==> src/rtl/jtag_l2_pkg.sv <==
// Shared types and widths for the JTAG L2 burst engine.
// Contents: operation and FSM state enums, the packed burst command, the bus
// widths used by every block, and an address-alignment helper.
package jtag_l2_pkg;

    localparam int unsigned ADDR_W = 32;
    localparam int unsigned DATA_W = 32;
    localparam int unsigned LEN_W  = 8;
    localparam int unsigned BE_W   = DATA_W / 8;

    typedef enum logic [1:0] {
        OP_WRITE = 2'b00,
        OP_READ  = 2'b01,
        OP_FILL  = 2'b10,
        OP_CHECK = 2'b11
    } jtag_l2_op_e;

    typedef enum logic [1:0] {
        ST_IDLE  = 2'b00,
        ST_ISSUE = 2'b01,
        ST_DRAIN = 2'b10,
        ST_DONE  = 2'b11
    } jtag_l2_state_e;

    typedef struct packed {
        jtag_l2_op_e        op;
        logic [ADDR_W-1:0]  addr;
        logic [LEN_W-1:0]   len;
        logic [DATA_W-1:0]  seed;
    } jtag_l2_cmd_t;

    // Clear the sub-word byte offset so every beat is naturally aligned.
    function automatic logic [ADDR_W-1:0] align_addr(input logic [ADDR_W-1:0] a);
        return a & ~ADDR_W'(BE_W - 1);
    endfunction

endpackage

==> src/rtl/jtag_l2_burst_engine_rdata_fifo.sv <==
// Fall-through read-data FIFO between the L2 response port and the TAP stream.
// Ports: i_clk/i_rst (async, active high); i_push/i_data write side;
// i_pop consumes the head when o_valid; o_data is the head word (0 when empty);
// o_count is the current fill level.
module jtag_l2_rdata_fifo #(
    parameter int unsigned DATA_W = 32,
    parameter int unsigned DEPTH  = 4
) (
    input  logic                              i_clk,
    input  logic                              i_rst,
    input  logic                              i_push,
    input  logic [DATA_W-1:0]                 i_data,
    input  logic                              i_pop,
    output logic                              o_valid,
    output logic [DATA_W-1:0]                 o_data,
    output logic [$clog2(DEPTH+1)-1:0]        o_count
);

    localparam int unsigned PTR_W = (DEPTH > 1) ? $clog2(DEPTH) : 1;
    localparam int unsigned CNT_W = $clog2(DEPTH + 1);

    logic [DATA_W-1:0] r_mem [DEPTH];
    logic [PTR_W-1:0]  r_wr;
    logic [PTR_W-1:0]  r_rd;
    logic [CNT_W-1:0]  r_cnt;
    logic              w_pop;
    logic              w_push;

    function automatic logic [PTR_W-1:0] ptr_inc(input logic [PTR_W-1:0] p);
        return (p == PTR_W'(DEPTH - 1)) ? '0 : p + PTR_W'(1);
    endfunction

    assign w_pop   = i_pop && (r_cnt != '0);
    // A push into a full FIFO is only accepted when the head leaves the same cycle.
    assign w_push  = i_push && ((r_cnt != CNT_W'(DEPTH)) || w_pop);
    assign o_valid = (r_cnt != '0);
    assign o_data  = o_valid ? r_mem[r_rd] : '0;
    assign o_count = r_cnt;

    // Storage, pointers and fill level.
    always_ff @(posedge i_clk or posedge i_rst) begin
        if (i_rst) begin
            for (int i = 0; i < int'(DEPTH); i++) begin
                r_mem[i] <= '0;
            end
            r_wr  <= '0;
            r_rd  <= '0;
            r_cnt <= '0;
        end else begin
            if (w_push) begin
                r_mem[r_wr] <= i_data;
                r_wr        <= ptr_inc(r_wr);
            end
            if (w_pop) begin
                r_rd <= ptr_inc(r_rd);
            end
            case ({w_push, w_pop})
                2'b10:   r_cnt <= r_cnt + CNT_W'(1);
                2'b01:   r_cnt <= r_cnt - CNT_W'(1);
                default: r_cnt <= r_cnt;
            endcase
        end
    end

endmodule

==> src/rtl/jtag_l2_burst_engine.sv <==
// System-clock L2 burst engine behind the debug TAP.
// Runs one WRITE / READ / FILL / CHECK burst at a time on a req/gnt/rvalid port.
// Ports: cmd_* command handshake (ready only in IDLE); wdata_* WRITE stream in;
// rdata_* READ stream out; mem_* L2 port; busy_o/done_o status; err_cnt_o CHECK
// mismatch count (saturating, cleared on accept). Reset rst_i is async, active high.
module jtag_l2_burst_engine
    import jtag_l2_pkg::*;
#(
    parameter int unsigned MAX_OUTST = 4,
    parameter int unsigned PAT_INC   = 1
) (
    input  logic              clk_i,
    input  logic              rst_i,
    input  logic              cmd_valid_i,
    output logic              cmd_ready_o,
    input  logic [1:0]        cmd_op_i,
    input  logic [ADDR_W-1:0] cmd_addr_i,
    input  logic [LEN_W-1:0]  cmd_len_i,
    input  logic [DATA_W-1:0] cmd_seed_i,
    input  logic              wdata_valid_i,
    input  logic [DATA_W-1:0] wdata_i,
    output logic              wdata_ready_o,
    output logic              rdata_valid_o,
    output logic [DATA_W-1:0] rdata_o,
    input  logic              rdata_ready_i,
    output logic              mem_req_o,
    input  logic              mem_gnt_i,
    output logic              mem_we_o,
    output logic [ADDR_W-1:0] mem_addr_o,
    output logic [DATA_W-1:0] mem_wdata_o,
    output logic [BE_W-1:0]   mem_be_o,
    input  logic              mem_rvalid_i,
    input  logic [DATA_W-1:0] mem_rdata_i,
    output logic              busy_o,
    output logic              done_o,
    output logic [LEN_W:0]    err_cnt_o
);

    localparam int unsigned OUT_W = $clog2(MAX_OUTST + 1);

    jtag_l2_state_e    r_state;
    jtag_l2_state_e    w_state_nxt;
    jtag_l2_op_e       r_op;
    jtag_l2_cmd_t      w_cmd;
    logic [ADDR_W-1:0] r_addr;
    logic [DATA_W-1:0] r_pat;
    logic [LEN_W-1:0]  r_beats;
    logic [OUT_W-1:0]  r_outst;
    logic [LEN_W:0]    r_err;
    logic [OUT_W-1:0]  w_fifo_cnt;
    logic              w_can_issue;
    logic              w_fire;
    logic              w_rd_fire;
    logic              w_rv;
    logic              w_accept;

    assign w_cmd = '{op: jtag_l2_op_e'(cmd_op_i), addr: cmd_addr_i,
                     len: cmd_len_i, seed: cmd_seed_i};

    assign w_accept      = (r_state == ST_IDLE) && cmd_valid_i;
    assign w_fire        = mem_req_o && mem_gnt_i;
    assign w_rd_fire     = w_fire && ((r_op == OP_READ) || (r_op == OP_CHECK));
    // Responses outside an active burst, or with nothing outstanding, are stale.
    assign w_rv          = mem_rvalid_i && (r_outst != '0) &&
                           ((r_state == ST_ISSUE) || (r_state == ST_DRAIN));
    assign wdata_ready_o = w_fire && (r_op == OP_WRITE);
    assign mem_addr_o    = r_addr;
    assign mem_be_o      = '1;
    assign err_cnt_o     = r_err;

    // Issue gating; READ also reserves FIFO room so no response is ever dropped.
    always_comb begin
        w_can_issue = 1'b0;
        case (r_op)
            OP_WRITE: w_can_issue = wdata_valid_i;
            OP_READ:  w_can_issue = ({1'b0, r_outst} + {1'b0, w_fifo_cnt})
                                    < (OUT_W + 1)'(MAX_OUTST);
            OP_FILL:  w_can_issue = 1'b1;
            OP_CHECK: w_can_issue = r_outst < OUT_W'(MAX_OUTST);
            default:  w_can_issue = 1'b0;
        endcase
    end

    // FSM state register.
    always_ff @(posedge clk_i or posedge rst_i) begin
        if (rst_i) begin
            r_state <= ST_IDLE;
        end else begin
            r_state <= w_state_nxt;
        end
    end

    // FSM next state and request-side outputs.
    always_comb begin
        w_state_nxt = r_state;
        cmd_ready_o = 1'b0;
        busy_o      = 1'b1;
        done_o      = 1'b0;
        mem_req_o   = 1'b0;
        mem_we_o    = 1'b0;
        mem_wdata_o = '0;
        case (r_state)
            ST_IDLE: begin
                cmd_ready_o = 1'b1;
                busy_o      = 1'b0;
                if (cmd_valid_i) begin
                    w_state_nxt = ST_ISSUE;
                end
            end
            ST_ISSUE: begin
                mem_req_o   = w_can_issue;
                mem_we_o    = w_can_issue && ((r_op == OP_WRITE) || (r_op == OP_FILL));
                mem_wdata_o = (r_op == OP_WRITE) ? wdata_i :
                              (r_op == OP_FILL)  ? r_pat   : '0;
                if (w_can_issue && mem_gnt_i && (r_beats == '0)) begin
                    w_state_nxt = ST_DRAIN;
                end
            end
            ST_DRAIN: begin
                if ((r_outst == '0) && (w_fifo_cnt == '0)) begin
                    w_state_nxt = ST_DONE;
                end
            end
            ST_DONE: begin
                done_o      = 1'b1;
                w_state_nxt = ST_IDLE;
            end
            default: w_state_nxt = ST_IDLE;
        endcase
    end

    // Command latch, address/pattern/beat counters, outstanding count, CHECK errors.
    always_ff @(posedge clk_i or posedge rst_i) begin
        if (rst_i) begin
            r_op    <= OP_WRITE;
            r_addr  <= '0;
            r_pat   <= '0;
            r_beats <= '0;
            r_outst <= '0;
            r_err   <= '0;
        end else begin
            if (w_accept) begin
                r_op    <= w_cmd.op;
                r_addr  <= align_addr(w_cmd.addr);
                r_pat   <= w_cmd.seed;
                r_beats <= w_cmd.len;
                r_err   <= '0;
            end else begin
                if (w_fire) begin
                    r_addr  <= r_addr + ADDR_W'(BE_W);
                    r_beats <= r_beats - LEN_W'(1);
                end
                if (w_fire && (r_op == OP_FILL)) begin
                    r_pat <= r_pat + DATA_W'(PAT_INC);
                end
                if (w_rv && (r_op == OP_CHECK)) begin
                    r_pat <= r_pat + DATA_W'(PAT_INC);
                    if ((mem_rdata_i != r_pat) && (r_err != '1)) begin
                        r_err <= r_err + (LEN_W + 1)'(1);
                    end
                end
            end
            case ({w_rd_fire, w_rv})
                2'b10:   r_outst <= r_outst + OUT_W'(1);
                2'b01:   r_outst <= r_outst - OUT_W'(1);
                default: r_outst <= r_outst;
            endcase
        end
    end

    jtag_l2_rdata_fifo #(
        .DATA_W (DATA_W),
        .DEPTH  (MAX_OUTST)
    ) u_rdata_fifo (
        .i_clk   (clk_i),
        .i_rst   (rst_i),
        .i_push  (w_rv && (r_op == OP_READ)),
        .i_data  (mem_rdata_i),
        .i_pop   (rdata_ready_i),
        .o_valid (rdata_valid_o),
        .o_data  (rdata_o),
        .o_count (w_fifo_cnt)
    );

endmodule

==> config.mk <==
export PLATFORM = sky130hd
export DESIGN_NAME = jtag_l2_burst_engine
export DESIGN_NICKNAME = d
export VERILOG_FILES = /design/src/rtl/jtag_l2_pkg.sv /design/src/rtl/jtag_l2_burst_engine_rdata_fifo.sv /design/src/rtl/jtag_l2_burst_engine.sv
export SDC_FILE = /design/constraint.sdc
export NUM_CORES = 1
export LEC_CHECK = 0
export ABC_AREA = 0
export BUFFER_PORTS_ARGS = -buffer_cell sky130_fd_sc_hd__buf_2
export CAP_MARGIN = 20
export CORE_MARGIN = 4
export CORE_UTILIZATION = 45
export DETAILED_ROUTE_END_ITERATION = 7
export PLACE_DENSITY = 0.71
export SLEW_MARGIN = 10
export SYNTH_ARGS = -nofsm -noshare
export SYNTH_HDL_FRONTEND = slang
export SYNTH_SLANG_ARGS = --single-unit
==> constraint.sdc <==
create_clock -name clk_i -period 6.62 [get_ports clk_i]
set_clock_uncertainty 0.1 [all_clocks]
set_input_delay 0.331 -clock clk_i [delete_from_list [all_inputs] [get_ports clk_i]]
set_output_delay 0.331 -clock clk_i [all_outputs]
set_load 0.03 [all_outputs]
# [Word-level counts from Yosys, hierarchy flattened]
# Index checks and enable logic that the tools add are counted.
[word_totals] regBits=223 latch_bits=0 ram_bits=0 mem_bits_ro=0 input_bits=145 wordCells=120 mem_count=0
[op_classes] addsub=11 multipliers=0 div=0 n_lt_le_gt_ge=5 eq_ne=18 shift=0 n_mux=34 bitwise=2 reduce_logical=36
[op_table] operator="$mux 32" n=12
[op_table] operator="$bwmux 128" n=1
[op_table] operator="$bmux 32 s2" n=1
[op_table] operator="$demux 32 s2" n=1
[op_table] operator="$add 32x1->32 const B" n=1
[op_table] operator="$add 32x3->32 const B" n=1
[op_table] operator="$ne 32x32->1" n=1
[op_table] operator="$mux 9" n=3
[op_table] operator="$logic_and 1x1->1" n=17
[op_table] operator="$eq 2x2->1 const B" n=8
[op_table] operator="$mux 8" n=2
[op_table] operator="$pmux 3 s2" n=2
[op_table] operator="$mux 2" n=5
[op_table] operator="$reduce_bool 2->1" n=5
[op_table] operator="$add 9x1->9 const B" n=1
[op_table] operator="$ne 9x9->1 const B" n=1
[op_table] operator="$reduce_bool 3->1" n=3
[op_table] operator="$eq 2x1->1 const B" n=4
[op_table] operator="$logic_not 8->1" n=1
[op_table] operator="$pmux 2 s4" n=1
[op_table] operator="$sub 8x1->8 const B" n=1
[op_table] operator="$add 3x1->3 const B" n=2
[op_table] operator="$ge 3x3->1 const B" n=2
[op_table] operator="$logic_not 3->1" n=2
[op_table] operator="16 further kinds" n=28

# [Logic depth before layout (Yosys ltp)]
# Gate-level depths: netlist (run 1).
[logic_depth] word_depth=9 ltp_mapped=11 depth_no_buf=11

# [Modules after synthesis]
# A second synthesis (run 1) with hierarchy kept.
[hier_totals] hier_cells=1111 hier_area_um2=12276.8
[by_module_without_submodules] module="jtag_l2_rdata_fifo" n_inst=1 cells_each=386 area_per_inst_um2=6212.2 seq_area_each_um2=3378.2
[by_module_without_submodules] module="jtag_l2_burst_engine" n_inst=1 cells_each=725 area_per_inst_um2=6064.6 seq_area_each_um2=2152.1

# [Least setup slack after synthesis (run 1)]
# Ideal clock, no wire load.
[synth_path] kind="reg-to-reg" start="register r_outst[1]" end="register r_outst[2]" setup_ns=0.080 arrival_time_ns=2.696 required_ns=6.440 slack_ns=3.744 stages_incl_launch_ff=12 period_less_slack_ns=2.876 path_cell_list="dfrtp_1 -> ha_1 -> nand3_1 -> a221oi_1 -> clkbuf_1 -> or3_1 -> ha_1 -> inv_1 -> fa_1 -> xor2_1 -> nor2_1 -> xnor2_1"
[synth_via] elab_chain_len=8 elab_cells_between_ends=16
[synth_lines] element="start: declaration" line="jtag_l2_burst_engine.sv:48" text="logic [OUT_W-1:0] r_outst;"
[synth_lines] element="start signal: assignment" line="jtag_l2_burst_engine.sv:164" text="2'b10: r_outst <= r_outst + OUT_W'(1);"
[synth_lines] element="start signal: assignment" line="jtag_l2_burst_engine.sv:165" text="2'b01: r_outst <= r_outst - OUT_W'(1);"
[synth_lines] element="start signal: assignment" line="jtag_l2_burst_engine.sv:166" text="default: r_outst <= r_outst;"
[synth_lines] element="$add 3x3->4" line="jtag_l2_burst_engine.sv:76" text="OP_READ: w_can_issue = ({1'b0, r_outst} + {1'b0, w_fifo_cnt})"
[synth_lines] element="$lt 4x3->1" line="jtag_l2_burst_engine.sv:77" text="< (OUT_W + 1)'(MAX_OUTST);"
[synth_lines] element="$pmux 1 s4" line="jtag_l2_burst_engine.sv:74" text="case (r_op)"
[synth_lines] element="$mux 1" line="jtag_l2_burst_engine.sv:102" text="case (r_state)"
[synth_lines] element="$logic_and 1x1->1" line="jtag_l2_burst_engine.sv:61" text="assign w_fire = mem_req_o && mem_gnt_i;"
[synth_lines] element="$logic_and 1x1->1" line="jtag_l2_burst_engine.sv:62" text="assign w_rd_fire = w_fire && ((r_op == OP_READ) || (r_op == OP_CHECK));"
[synth_lines] element="$eq 2x1->1 / $eq 2x2->1 (equally long branches)" line="jtag_l2_burst_engine.sv:163" text="case ({w_rd_fire, w_rv})"
[synth_lines] element="$pmux 3 s2 / $reduce_bool 2->1 (equally long branches)"
# Parallel ways exist; a longest one is shown, timed or not.
# A chain may end at the register's enable or synchronous reset.

# [Final worst setup path (run 1)]
[layout_path] start="register r_op[1]" end="register r_state[1]"
[layout_via] elab_chain_len=6 elab_cells_between_ends=9
[layout_lines] element="start: declaration" line="jtag_l2_burst_engine.sv:43" text="jtag_l2_op_e r_op;"
[layout_lines] element="start signal: assignment" line="jtag_l2_burst_engine.sv:143" text="r_op <= w_cmd.op;"
[layout_lines] element="$eq 2x2->1 (tied with other cells)" line="jtag_l2_burst_engine.sv:74"
[layout_lines] element="$pmux 1 s4 (*)" line="jtag_l2_burst_engine.sv:74"
[layout_lines] element="$logic_and 1x1->1 (*) (2 in a row)" line="jtag_l2_burst_engine.sv:115" text="if (w_can_issue && mem_gnt_i && (r_beats == '0)) begin"
[layout_lines] element="$ne 2x1->1 (no line) (*)"
[layout_lines] element="$reduce_and 3->1 (no line) (*)"
[layout_lines] element="end signal: assignment" line="jtag_l2_burst_engine.sv:89" text="r_state <= w_state_nxt;"
[layout_lines] element="end: declaration" line="jtag_l2_burst_engine.sv:41" text="jtag_l2_state_e r_state;"
# Every way passes the cells marked *; elsewhere a longest branch is shown, timed or not.

==> key figures, run 1 <==
Timing
  – Slew margin rel.: 41.67%
  – Slew @ Worst Pin: 0.8750 ns
  – Setup TNS: 0 ns
  – Fin. Hold Viols: 0
  – Setup violations, final: 0
  – Fin crit period: 3.332 ns
  – Hold WS: 0.01730 ns
  – Max Fclk: 300.1 MHz
  – Final-report max-slew violation count: 0
  – Final WS setup: 3.288 ns
  – Final cycle utilization of the critical path: 50.33%
  – RSZ-0062 raised after global routing: no

Detailed routing
  – WL met2: 16550 µm
  – Via count: 9678
  – Wire per inst: 19.25 µm
  – DR DRC count: 0
  – Top sig layer: met5
  – Via/cell ratio: 5.515
  – Initial DRC Count: 683
  – WL met1: 14480 µm
  – Met3 Wirelength: 2017 µm
  – Detailed Routing Iterations Pass 1: 5
  – Post-route ant nets: 0
  – Total Wirelength: 33780 µm

Die
  – IO Count: 261
  – Die X: 171.4 µm
  – Die ar.: 29380 µm²
  – # rows: 59
  – Die Height: 171.4 µm
  – Core box area: 26130 µm²
  – Initial core utilization: 45.99%

Hold path
  – Worst Hold Launch: mem_rdata_i[24]
  – Hold depth: 2
  – Hold/Removal Path Class: input pin to flop
  – Worst Hold End: u_rdata_fifo.r_mem[56]

Status
  – Status: finished, final reports clean

Clocking
  – CTS Sinks: 221
  – Hold buffer count at CTS: 83
  – Post-CTS setup buffers: 0
  – TritonCTS buffer count: 25
  – Clk_lat worst skew: 0.53 ns
  – TritonCTS clock tree: built
  – Root Driver: clkbuf_16
  – H-tree lvl count: 1
  – Post_cts resized: 0
  – Clock-pin slew on the worst setup and hold paths: 0.06 ns
  – CTS Buffer Depth: 3

Logic synthesis
  – Top cells by area, synth: dfrtp_1, mux2_2, mux4_2, xnor2_1, mux2i_1
  – Mapped Area: 12020 µm²
  – Synth Register Bits: 221
  – Syn Inst Count: 1095
  – Dominant cell type by area after synthesis: dfrtp_1
  – Synth cell count leaders: dfrtp_1, mux2_2, nand2_1
  – Async SR Flop Fraction: 100.0%
  – Avg Inst Size Synth: 10.98 µm²
  – Synth Warn #: 0
  – Yosys top cell area share: 46.02%
  – Most frequent cell after synthesis: dfrtp_1
  – Main synth FF type: dfrtp_1
  – Sequential share of the synthesized area: 46.02%
  – Synth unique cells: 47
  – Post-synth EDFFs: 0

Final layout
  – Synthesis-to-finish area growth: 26.54%
  – Filler cell count: 2212
  – Fin util: 58.19%
  – Layout cells sized above 1: 33.94%
  – Final nets: 1567
  – Ant diodes: 0
  – Final instance area: 15210 µm²
  – Finished Layout Cells: 1755

Placement
  – Port bufs: 252
  – Post-Place Worst Slack: 3.315 ns
  – Dpl cells: 1626
  – GPL Wtd Cong: 0.8205
  – Post-DP HPWL: 23200 µm
  – Cell Area, Placed: 13560 µm²

Power and ir drop
  – Pwr dens: 471.5 nW/µm²
  – Total Power: 7.170 mW
  – Maximum vdd drop: 0.2761 mV
  – Leakage Power: 6.909 nW

Setup path
  – CP endpoint kind: flop
  – CP max stage cell: or4_1
  – Crit path cell chain: buf_4 > nor4_1 > a221oi_4 > buf_4 > or4_1 > a222oi_1 > mux2_2
  – Critical path's most frequent cell: buf_4
  – Arr. time, crit path: 3.65 ns
  – CP Max Fanout: 37
  – Max stage delay on crit path: 0.58 ns
  – Reg2reg setup slack: 3.29 ns
  – R2R Path End: r_state[1]
  – Reg2reg start: r_op[1]
  – Worst Path Required: 6.93 ns
  – Crit start category: flop
  – CP Class: flop to flop
  – Reg2Reg Depth: 7

Global routing
  – GR Overflow Total: 0
  – GRT Total Usage: 22.55%
  – Vias in the first global route: 9645
  – Initial antenna violation count: 5
  – Global-route wire length before repair: 52830 µm
  – Largest net degree at the start of global routing: 93

Run
  – Max_cap viols: 0
==> registers in the layout, summed over array words and instances, names as in the netlist, 3 cells and up <==
name,cells
err_cnt_o,9
mem_addr_o,30
r_beats,8
r_outst,3
r_pat,32
u_rdata_fifo.o_count,3
u_rdata_fifo.r_mem,128
==> report_power, final <==
part / switching, mW / leakage [nW] / internal, mW
combinational: 1.85 / 3.73 / 1.42
clock: 0.564 / 0.403 / 0.805
sequential: 0.584 / 2.78 / 1.95
total: 3.00 / 6.91 / 4.17
==> layout make-up <==
class                   instances  area, µm²  area share (%)
clock buffers                  38      734.5           4.830
clock inverters                 7      75.07          0.4937
inverters                      26      105.1          0.6911
multi-input cells             775       6116           40.22
flip-flops and latches        221       5533           36.38
well taps                     335      419.2           2.756
repair buffers                353       2225           14.63
==> worst max-delay path: cells and delay by family, from the launching register on <==
kind | cells | cell delay [ns]
AOI/OAI and AO/OA | 2 | 0.42
buffers and inverters | 2 | 0.65
DFF | 1 | 0.51
muxes | 1 | 0.38
and+or+nand+nor | 2 | 1.15
==> cell families after synthesis <==
family	after synthesis	share of synthesized area, %
adder cells (fa/ha/maj)	20	2.207
flip-flops	221	46.02
AND/OR/NAND/NOR	351	15.05
multiplexers	207	21.94
AO/OA/AOI/OAI	112	5.508
XOR/XNOR	79	5.757
other	2	0.06249
buffers and inverters	103	3.456
==> worst max-delay path by stage <==
stage	startpoint	end	slack (ns)	cells after the start
final	r_op[1]	r_state[1]	3.29	7
after global routing	r_op[1]	mem_req_o	3.13	6
after CTS	r_op[1]	r_state[1]	3.30	7
after detailed placement	r_op[1]	r_state[1]	3.32	7
after global placement	r_op[1]	r_state[1]	3.35	7
after floorplan	rst_i	err_cnt_o[0]	0.14	1
==> placed cells by master (no fill, tap or decap), types with 12 or more instances in the layout <==
cell and instances:
buf_2 252, dfrtp_1 219, mux2_2 131, nand2_1 92, dlygate4sd3_1 83, nor2_1 70
xnor2_1 67, o21ai_0 60, mux2i_1 44, and2_1 34, mux4_2 32, inv_1 25
a31oi_1 25, nand4_1 25, clkbuf_16 25, nand3_1 24, nor4_1 19, or3_1 18
ha_1 18, buf_4 17, or4_1 15, nor3_1 13, xor2_1 12
==> per-layer routing <==
metal	GRT usage [%]	vias up
met3	4.482	58
met2	38.42	290
li1	-	4547
met1	30.03	4773
met5	0	-
met4	5.064	10
No activity file was read; power rests on OpenSTA's default activity.
==> inputs of run 2 (changes only) <==
PLACE_DENSITY = 0.68   (was 0.71)
clock period = 3.3 ns   (was 6.62 ns; I/O delays follow)
==> key figures, run 2 (synthesis results as in run 1) <==
Timing
  – Slew margin rel.: 35.18% (-6.5 points)
  – Final cycle utilization of the critical path: 87.12% (+37 points)
  – Fin. Hold Viols: 0 (unchanged)
  – Final WS setup: 0.4251 ns (-2.863 ns)
  – Fin crit period: 2.875 ns (-0.4572 ns)
  – RSZ-0062 raised after global routing: no
  – Setup violations, final: 0 (unchanged)
  – Max Fclk: 347.8 MHz (+16%)
  – Final-report max-slew violation count: 0 (unchanged)
  – Hold WS: 0.1538 ns (+0.1365 ns)
  – Slew @ Worst Pin: 0.9702 ns (+0.09528 ns)
  – Setup TNS: 0 ns (unchanged)

Clocking
  – Clock-pin slew on the worst setup and hold paths: 0.06 ns (about the same)
  – TritonCTS clock tree: built
  – Clk_lat worst skew: 0.53 ns (about the same)
  – H-tree lvl count: 1 (unchanged)
  – Root Driver: clkbuf_16
  – Post-CTS setup buffers: 0 (unchanged)
  – CTS Sinks: 221 (unchanged)
  – CTS Buffer Depth: 3 (unchanged)
  – TritonCTS buffer count: 24 (-4.0%)

Power and ir drop
  – Maximum vdd drop: 0.6491 mV (+140%)
  – Leakage Power: 7.097 nW (+2.7%)
  – Pwr dens: 921.7 nW/µm² (+96%)

Hold path
  – Hold/Removal Path Class: input pin to flop
  – Hold depth: 5 (+3)

Setup path
  – CP Class: flop to flop
  – Worst Path Required: 3.64 ns (-3.29 ns)
  – Crit start category: flop
  – Critical path's most frequent cell: nand3_1
  – WP depth: 8 (+1)
  – CP Max Fanout: 12 (-68%)
  – Crit path cell chain: inv_1 > ha_1 > nand3_1 > o22ai_1 > buf_4 > nand3_1 > or4_1 > a31oi_1
  – CP delay by family, top: simple AND/OR/NAND/NOR gates
  – Reg2Reg Depth: 8 (+1)
  – Max stage delay on crit path: 0.63 ns (+0.05 ns)
  – CP max stage cell: or4_1
  – CP endpoint kind: flop
  – WP buf/inv: 2 (unchanged)
  – Arr. time, crit path: 3.21 ns (-0.44 ns)

Die
  – Initial core utilization: 45.99% (unchanged)
  – Die ar.: 29380 µm² (unchanged)
  – Die X: 171.4 µm (unchanged)
  – # rows: 59 (unchanged)
  – Core box area: 26130 µm² (unchanged)
  – Die Height: 171.4 µm (unchanged)
  – IO Count: 261 (unchanged)

Detailed routing
  – Total Wirelength: 34370 µm (+1.7%)
  – DR DRC count: 0 (unchanged)
  – Post-route ant nets: 0 (unchanged)
  – Detailed Routing Iterations Pass 1: 5 (unchanged)
  – Wire per inst: 19.07 µm (-0.92%)
  – Via count: 9875 (+2.0%)
  – Initial DRC Count: 600 (-12%)
  – Via/cell ratio: 5.480 (-0.63%)

Placement
  – Dpl cells: 1649 (+1.4%)
  – Post-DP HPWL: 24190 µm (+4.3%)
  – Port bufs: 252 (unchanged)
  – Post-Place Worst Slack: 0.3998 ns (-2.915 ns)
  – GPL Wtd Cong: 0.8493 (+3.5%)

Final layout
  – Layout cells sized above 1: 34.24% (+0.30 points)
  – Filler cell count: 2163 (-2.2%)
  – Final nets: 1611 (+2.8%)
  – Synthesis-to-finish area growth: 29.89%
  – Max reg flops: 128 (unchanged)
  – Reg with most FFs: u_rdata_fifo.r_mem
  – Most common cell after layout, fill and taps aside: buf_2
  – Finished Layout Cells: 1802 (+2.7%)
  – Most frequent cells in the layout: buf_2, dfrtp_1, mux2_2

Global routing
  – Largest net degree at the start of global routing: 54 (-42%)
  – Global-route wire length before repair: 54340 µm (+2.9%)
  – Initial antenna violation count: 5 (unchanged)
  – GRT Total Usage: 23.17% (+0.62 points)
  – Vias in the first global route: 9935 (+3.0%)
  – GR Overflow Total: 0 (unchanged)

Run
  – Max_cap viols: 0 (unchanged)

Status
  – Status: finished, final reports clean
==> run 2: cell count changes in the layout (fill, tap and decap cells not counted), moves of 2 or more <==
cell | previous run | this run
dlygate4sd3_1 | 83 | 106
buf_4 | 17 | 36
diode_2 | 0 | 4
buf_12 | 0 | 4
clkbuf_8 | 6 | 4
==> run 2: worst min-delay path: stages <==
cell     delay (ns)
buf_2          0.09
nand2_1        0.06
nor2_1         0.11
ha_1           0.22
xnor2_1        0.07
==> run 2: layer usage <==
layer  GRT usage (%)  routed length, µm  up-vias
met2           39.22              16590      326
met4           4.030                619        2
met5               0                 19        -
li1                -                  -     4642
met1           31.56              14910     4861
met3           4.620               2230       44
==> run 2: final timing paths <==
check                      slack, ns                    end                   from
max                             0.43              r_pat[30]             r_state[0]
min                             0.15             r_outst[0]           mem_rvalid_i
max reg2reg                     0.43              r_pat[30]             r_state[0]
min reg2reg                     0.40  u_rdata_fifo.r_mem[4]  u_rdata_fifo.r_mem[4]
max in group asynchronous       1.92           err_cnt_o[0]                  rst_i
min in group asynchronous       0.32         mem_addr_o[21]                  rst_i
==> run 2: repair_timing <==
item / CTS / global route
endpoints found under the hold margin: 235 / 0
hold buffers: 106 / 0
gates resized for setup: 0 / 0
==> run 2: layout make-up <==
type / instances / area, µm² / area share [%]
diodes: 4 / 10.01 / 0.06412
clock buffers: 36 / 685.7 / 4.392
clock inverters: 7 / 71.32 / 0.4569
inverters: 26 / 101.3 / 0.6492
multi-input cells: 775 / 6117 / 39.19
flip-flops and latches: 221 / 5533 / 35.44
well taps: 335 / 419.2 / 2.685
repair buffers: 398 / 2673 / 17.12
==> run 2: where the power goes <==
part / switching [mW] / internal, mW / total, mW / leakage, nW
registers: 1.12 / 3.91 / 5.03 / 2.78
logic: 3.79 / 2.96 / 6.76 / 3.94
clock network: 1.08 / 1.51 / 2.60 / 0.375
total: 6.00 / 8.39 / 14.4 / 7.10
==> run 2: stage by stage <==
| stage | total power, mW | instance area [µm²] | util, % |
|---|---|---|---|
| after global placement | 11.55 | 13780 | 52.74 |
| after global routing | 15.30 | 15610 | 59.72 |
| after floorplan | 9.670 | 12040 | - |
| after detailed placement | 11.73 | 13780 | 52.74 |
| final | 14.39 | 15610 | 59.73 |
| after CTS | 14.48 | 15600 | 59.70 |
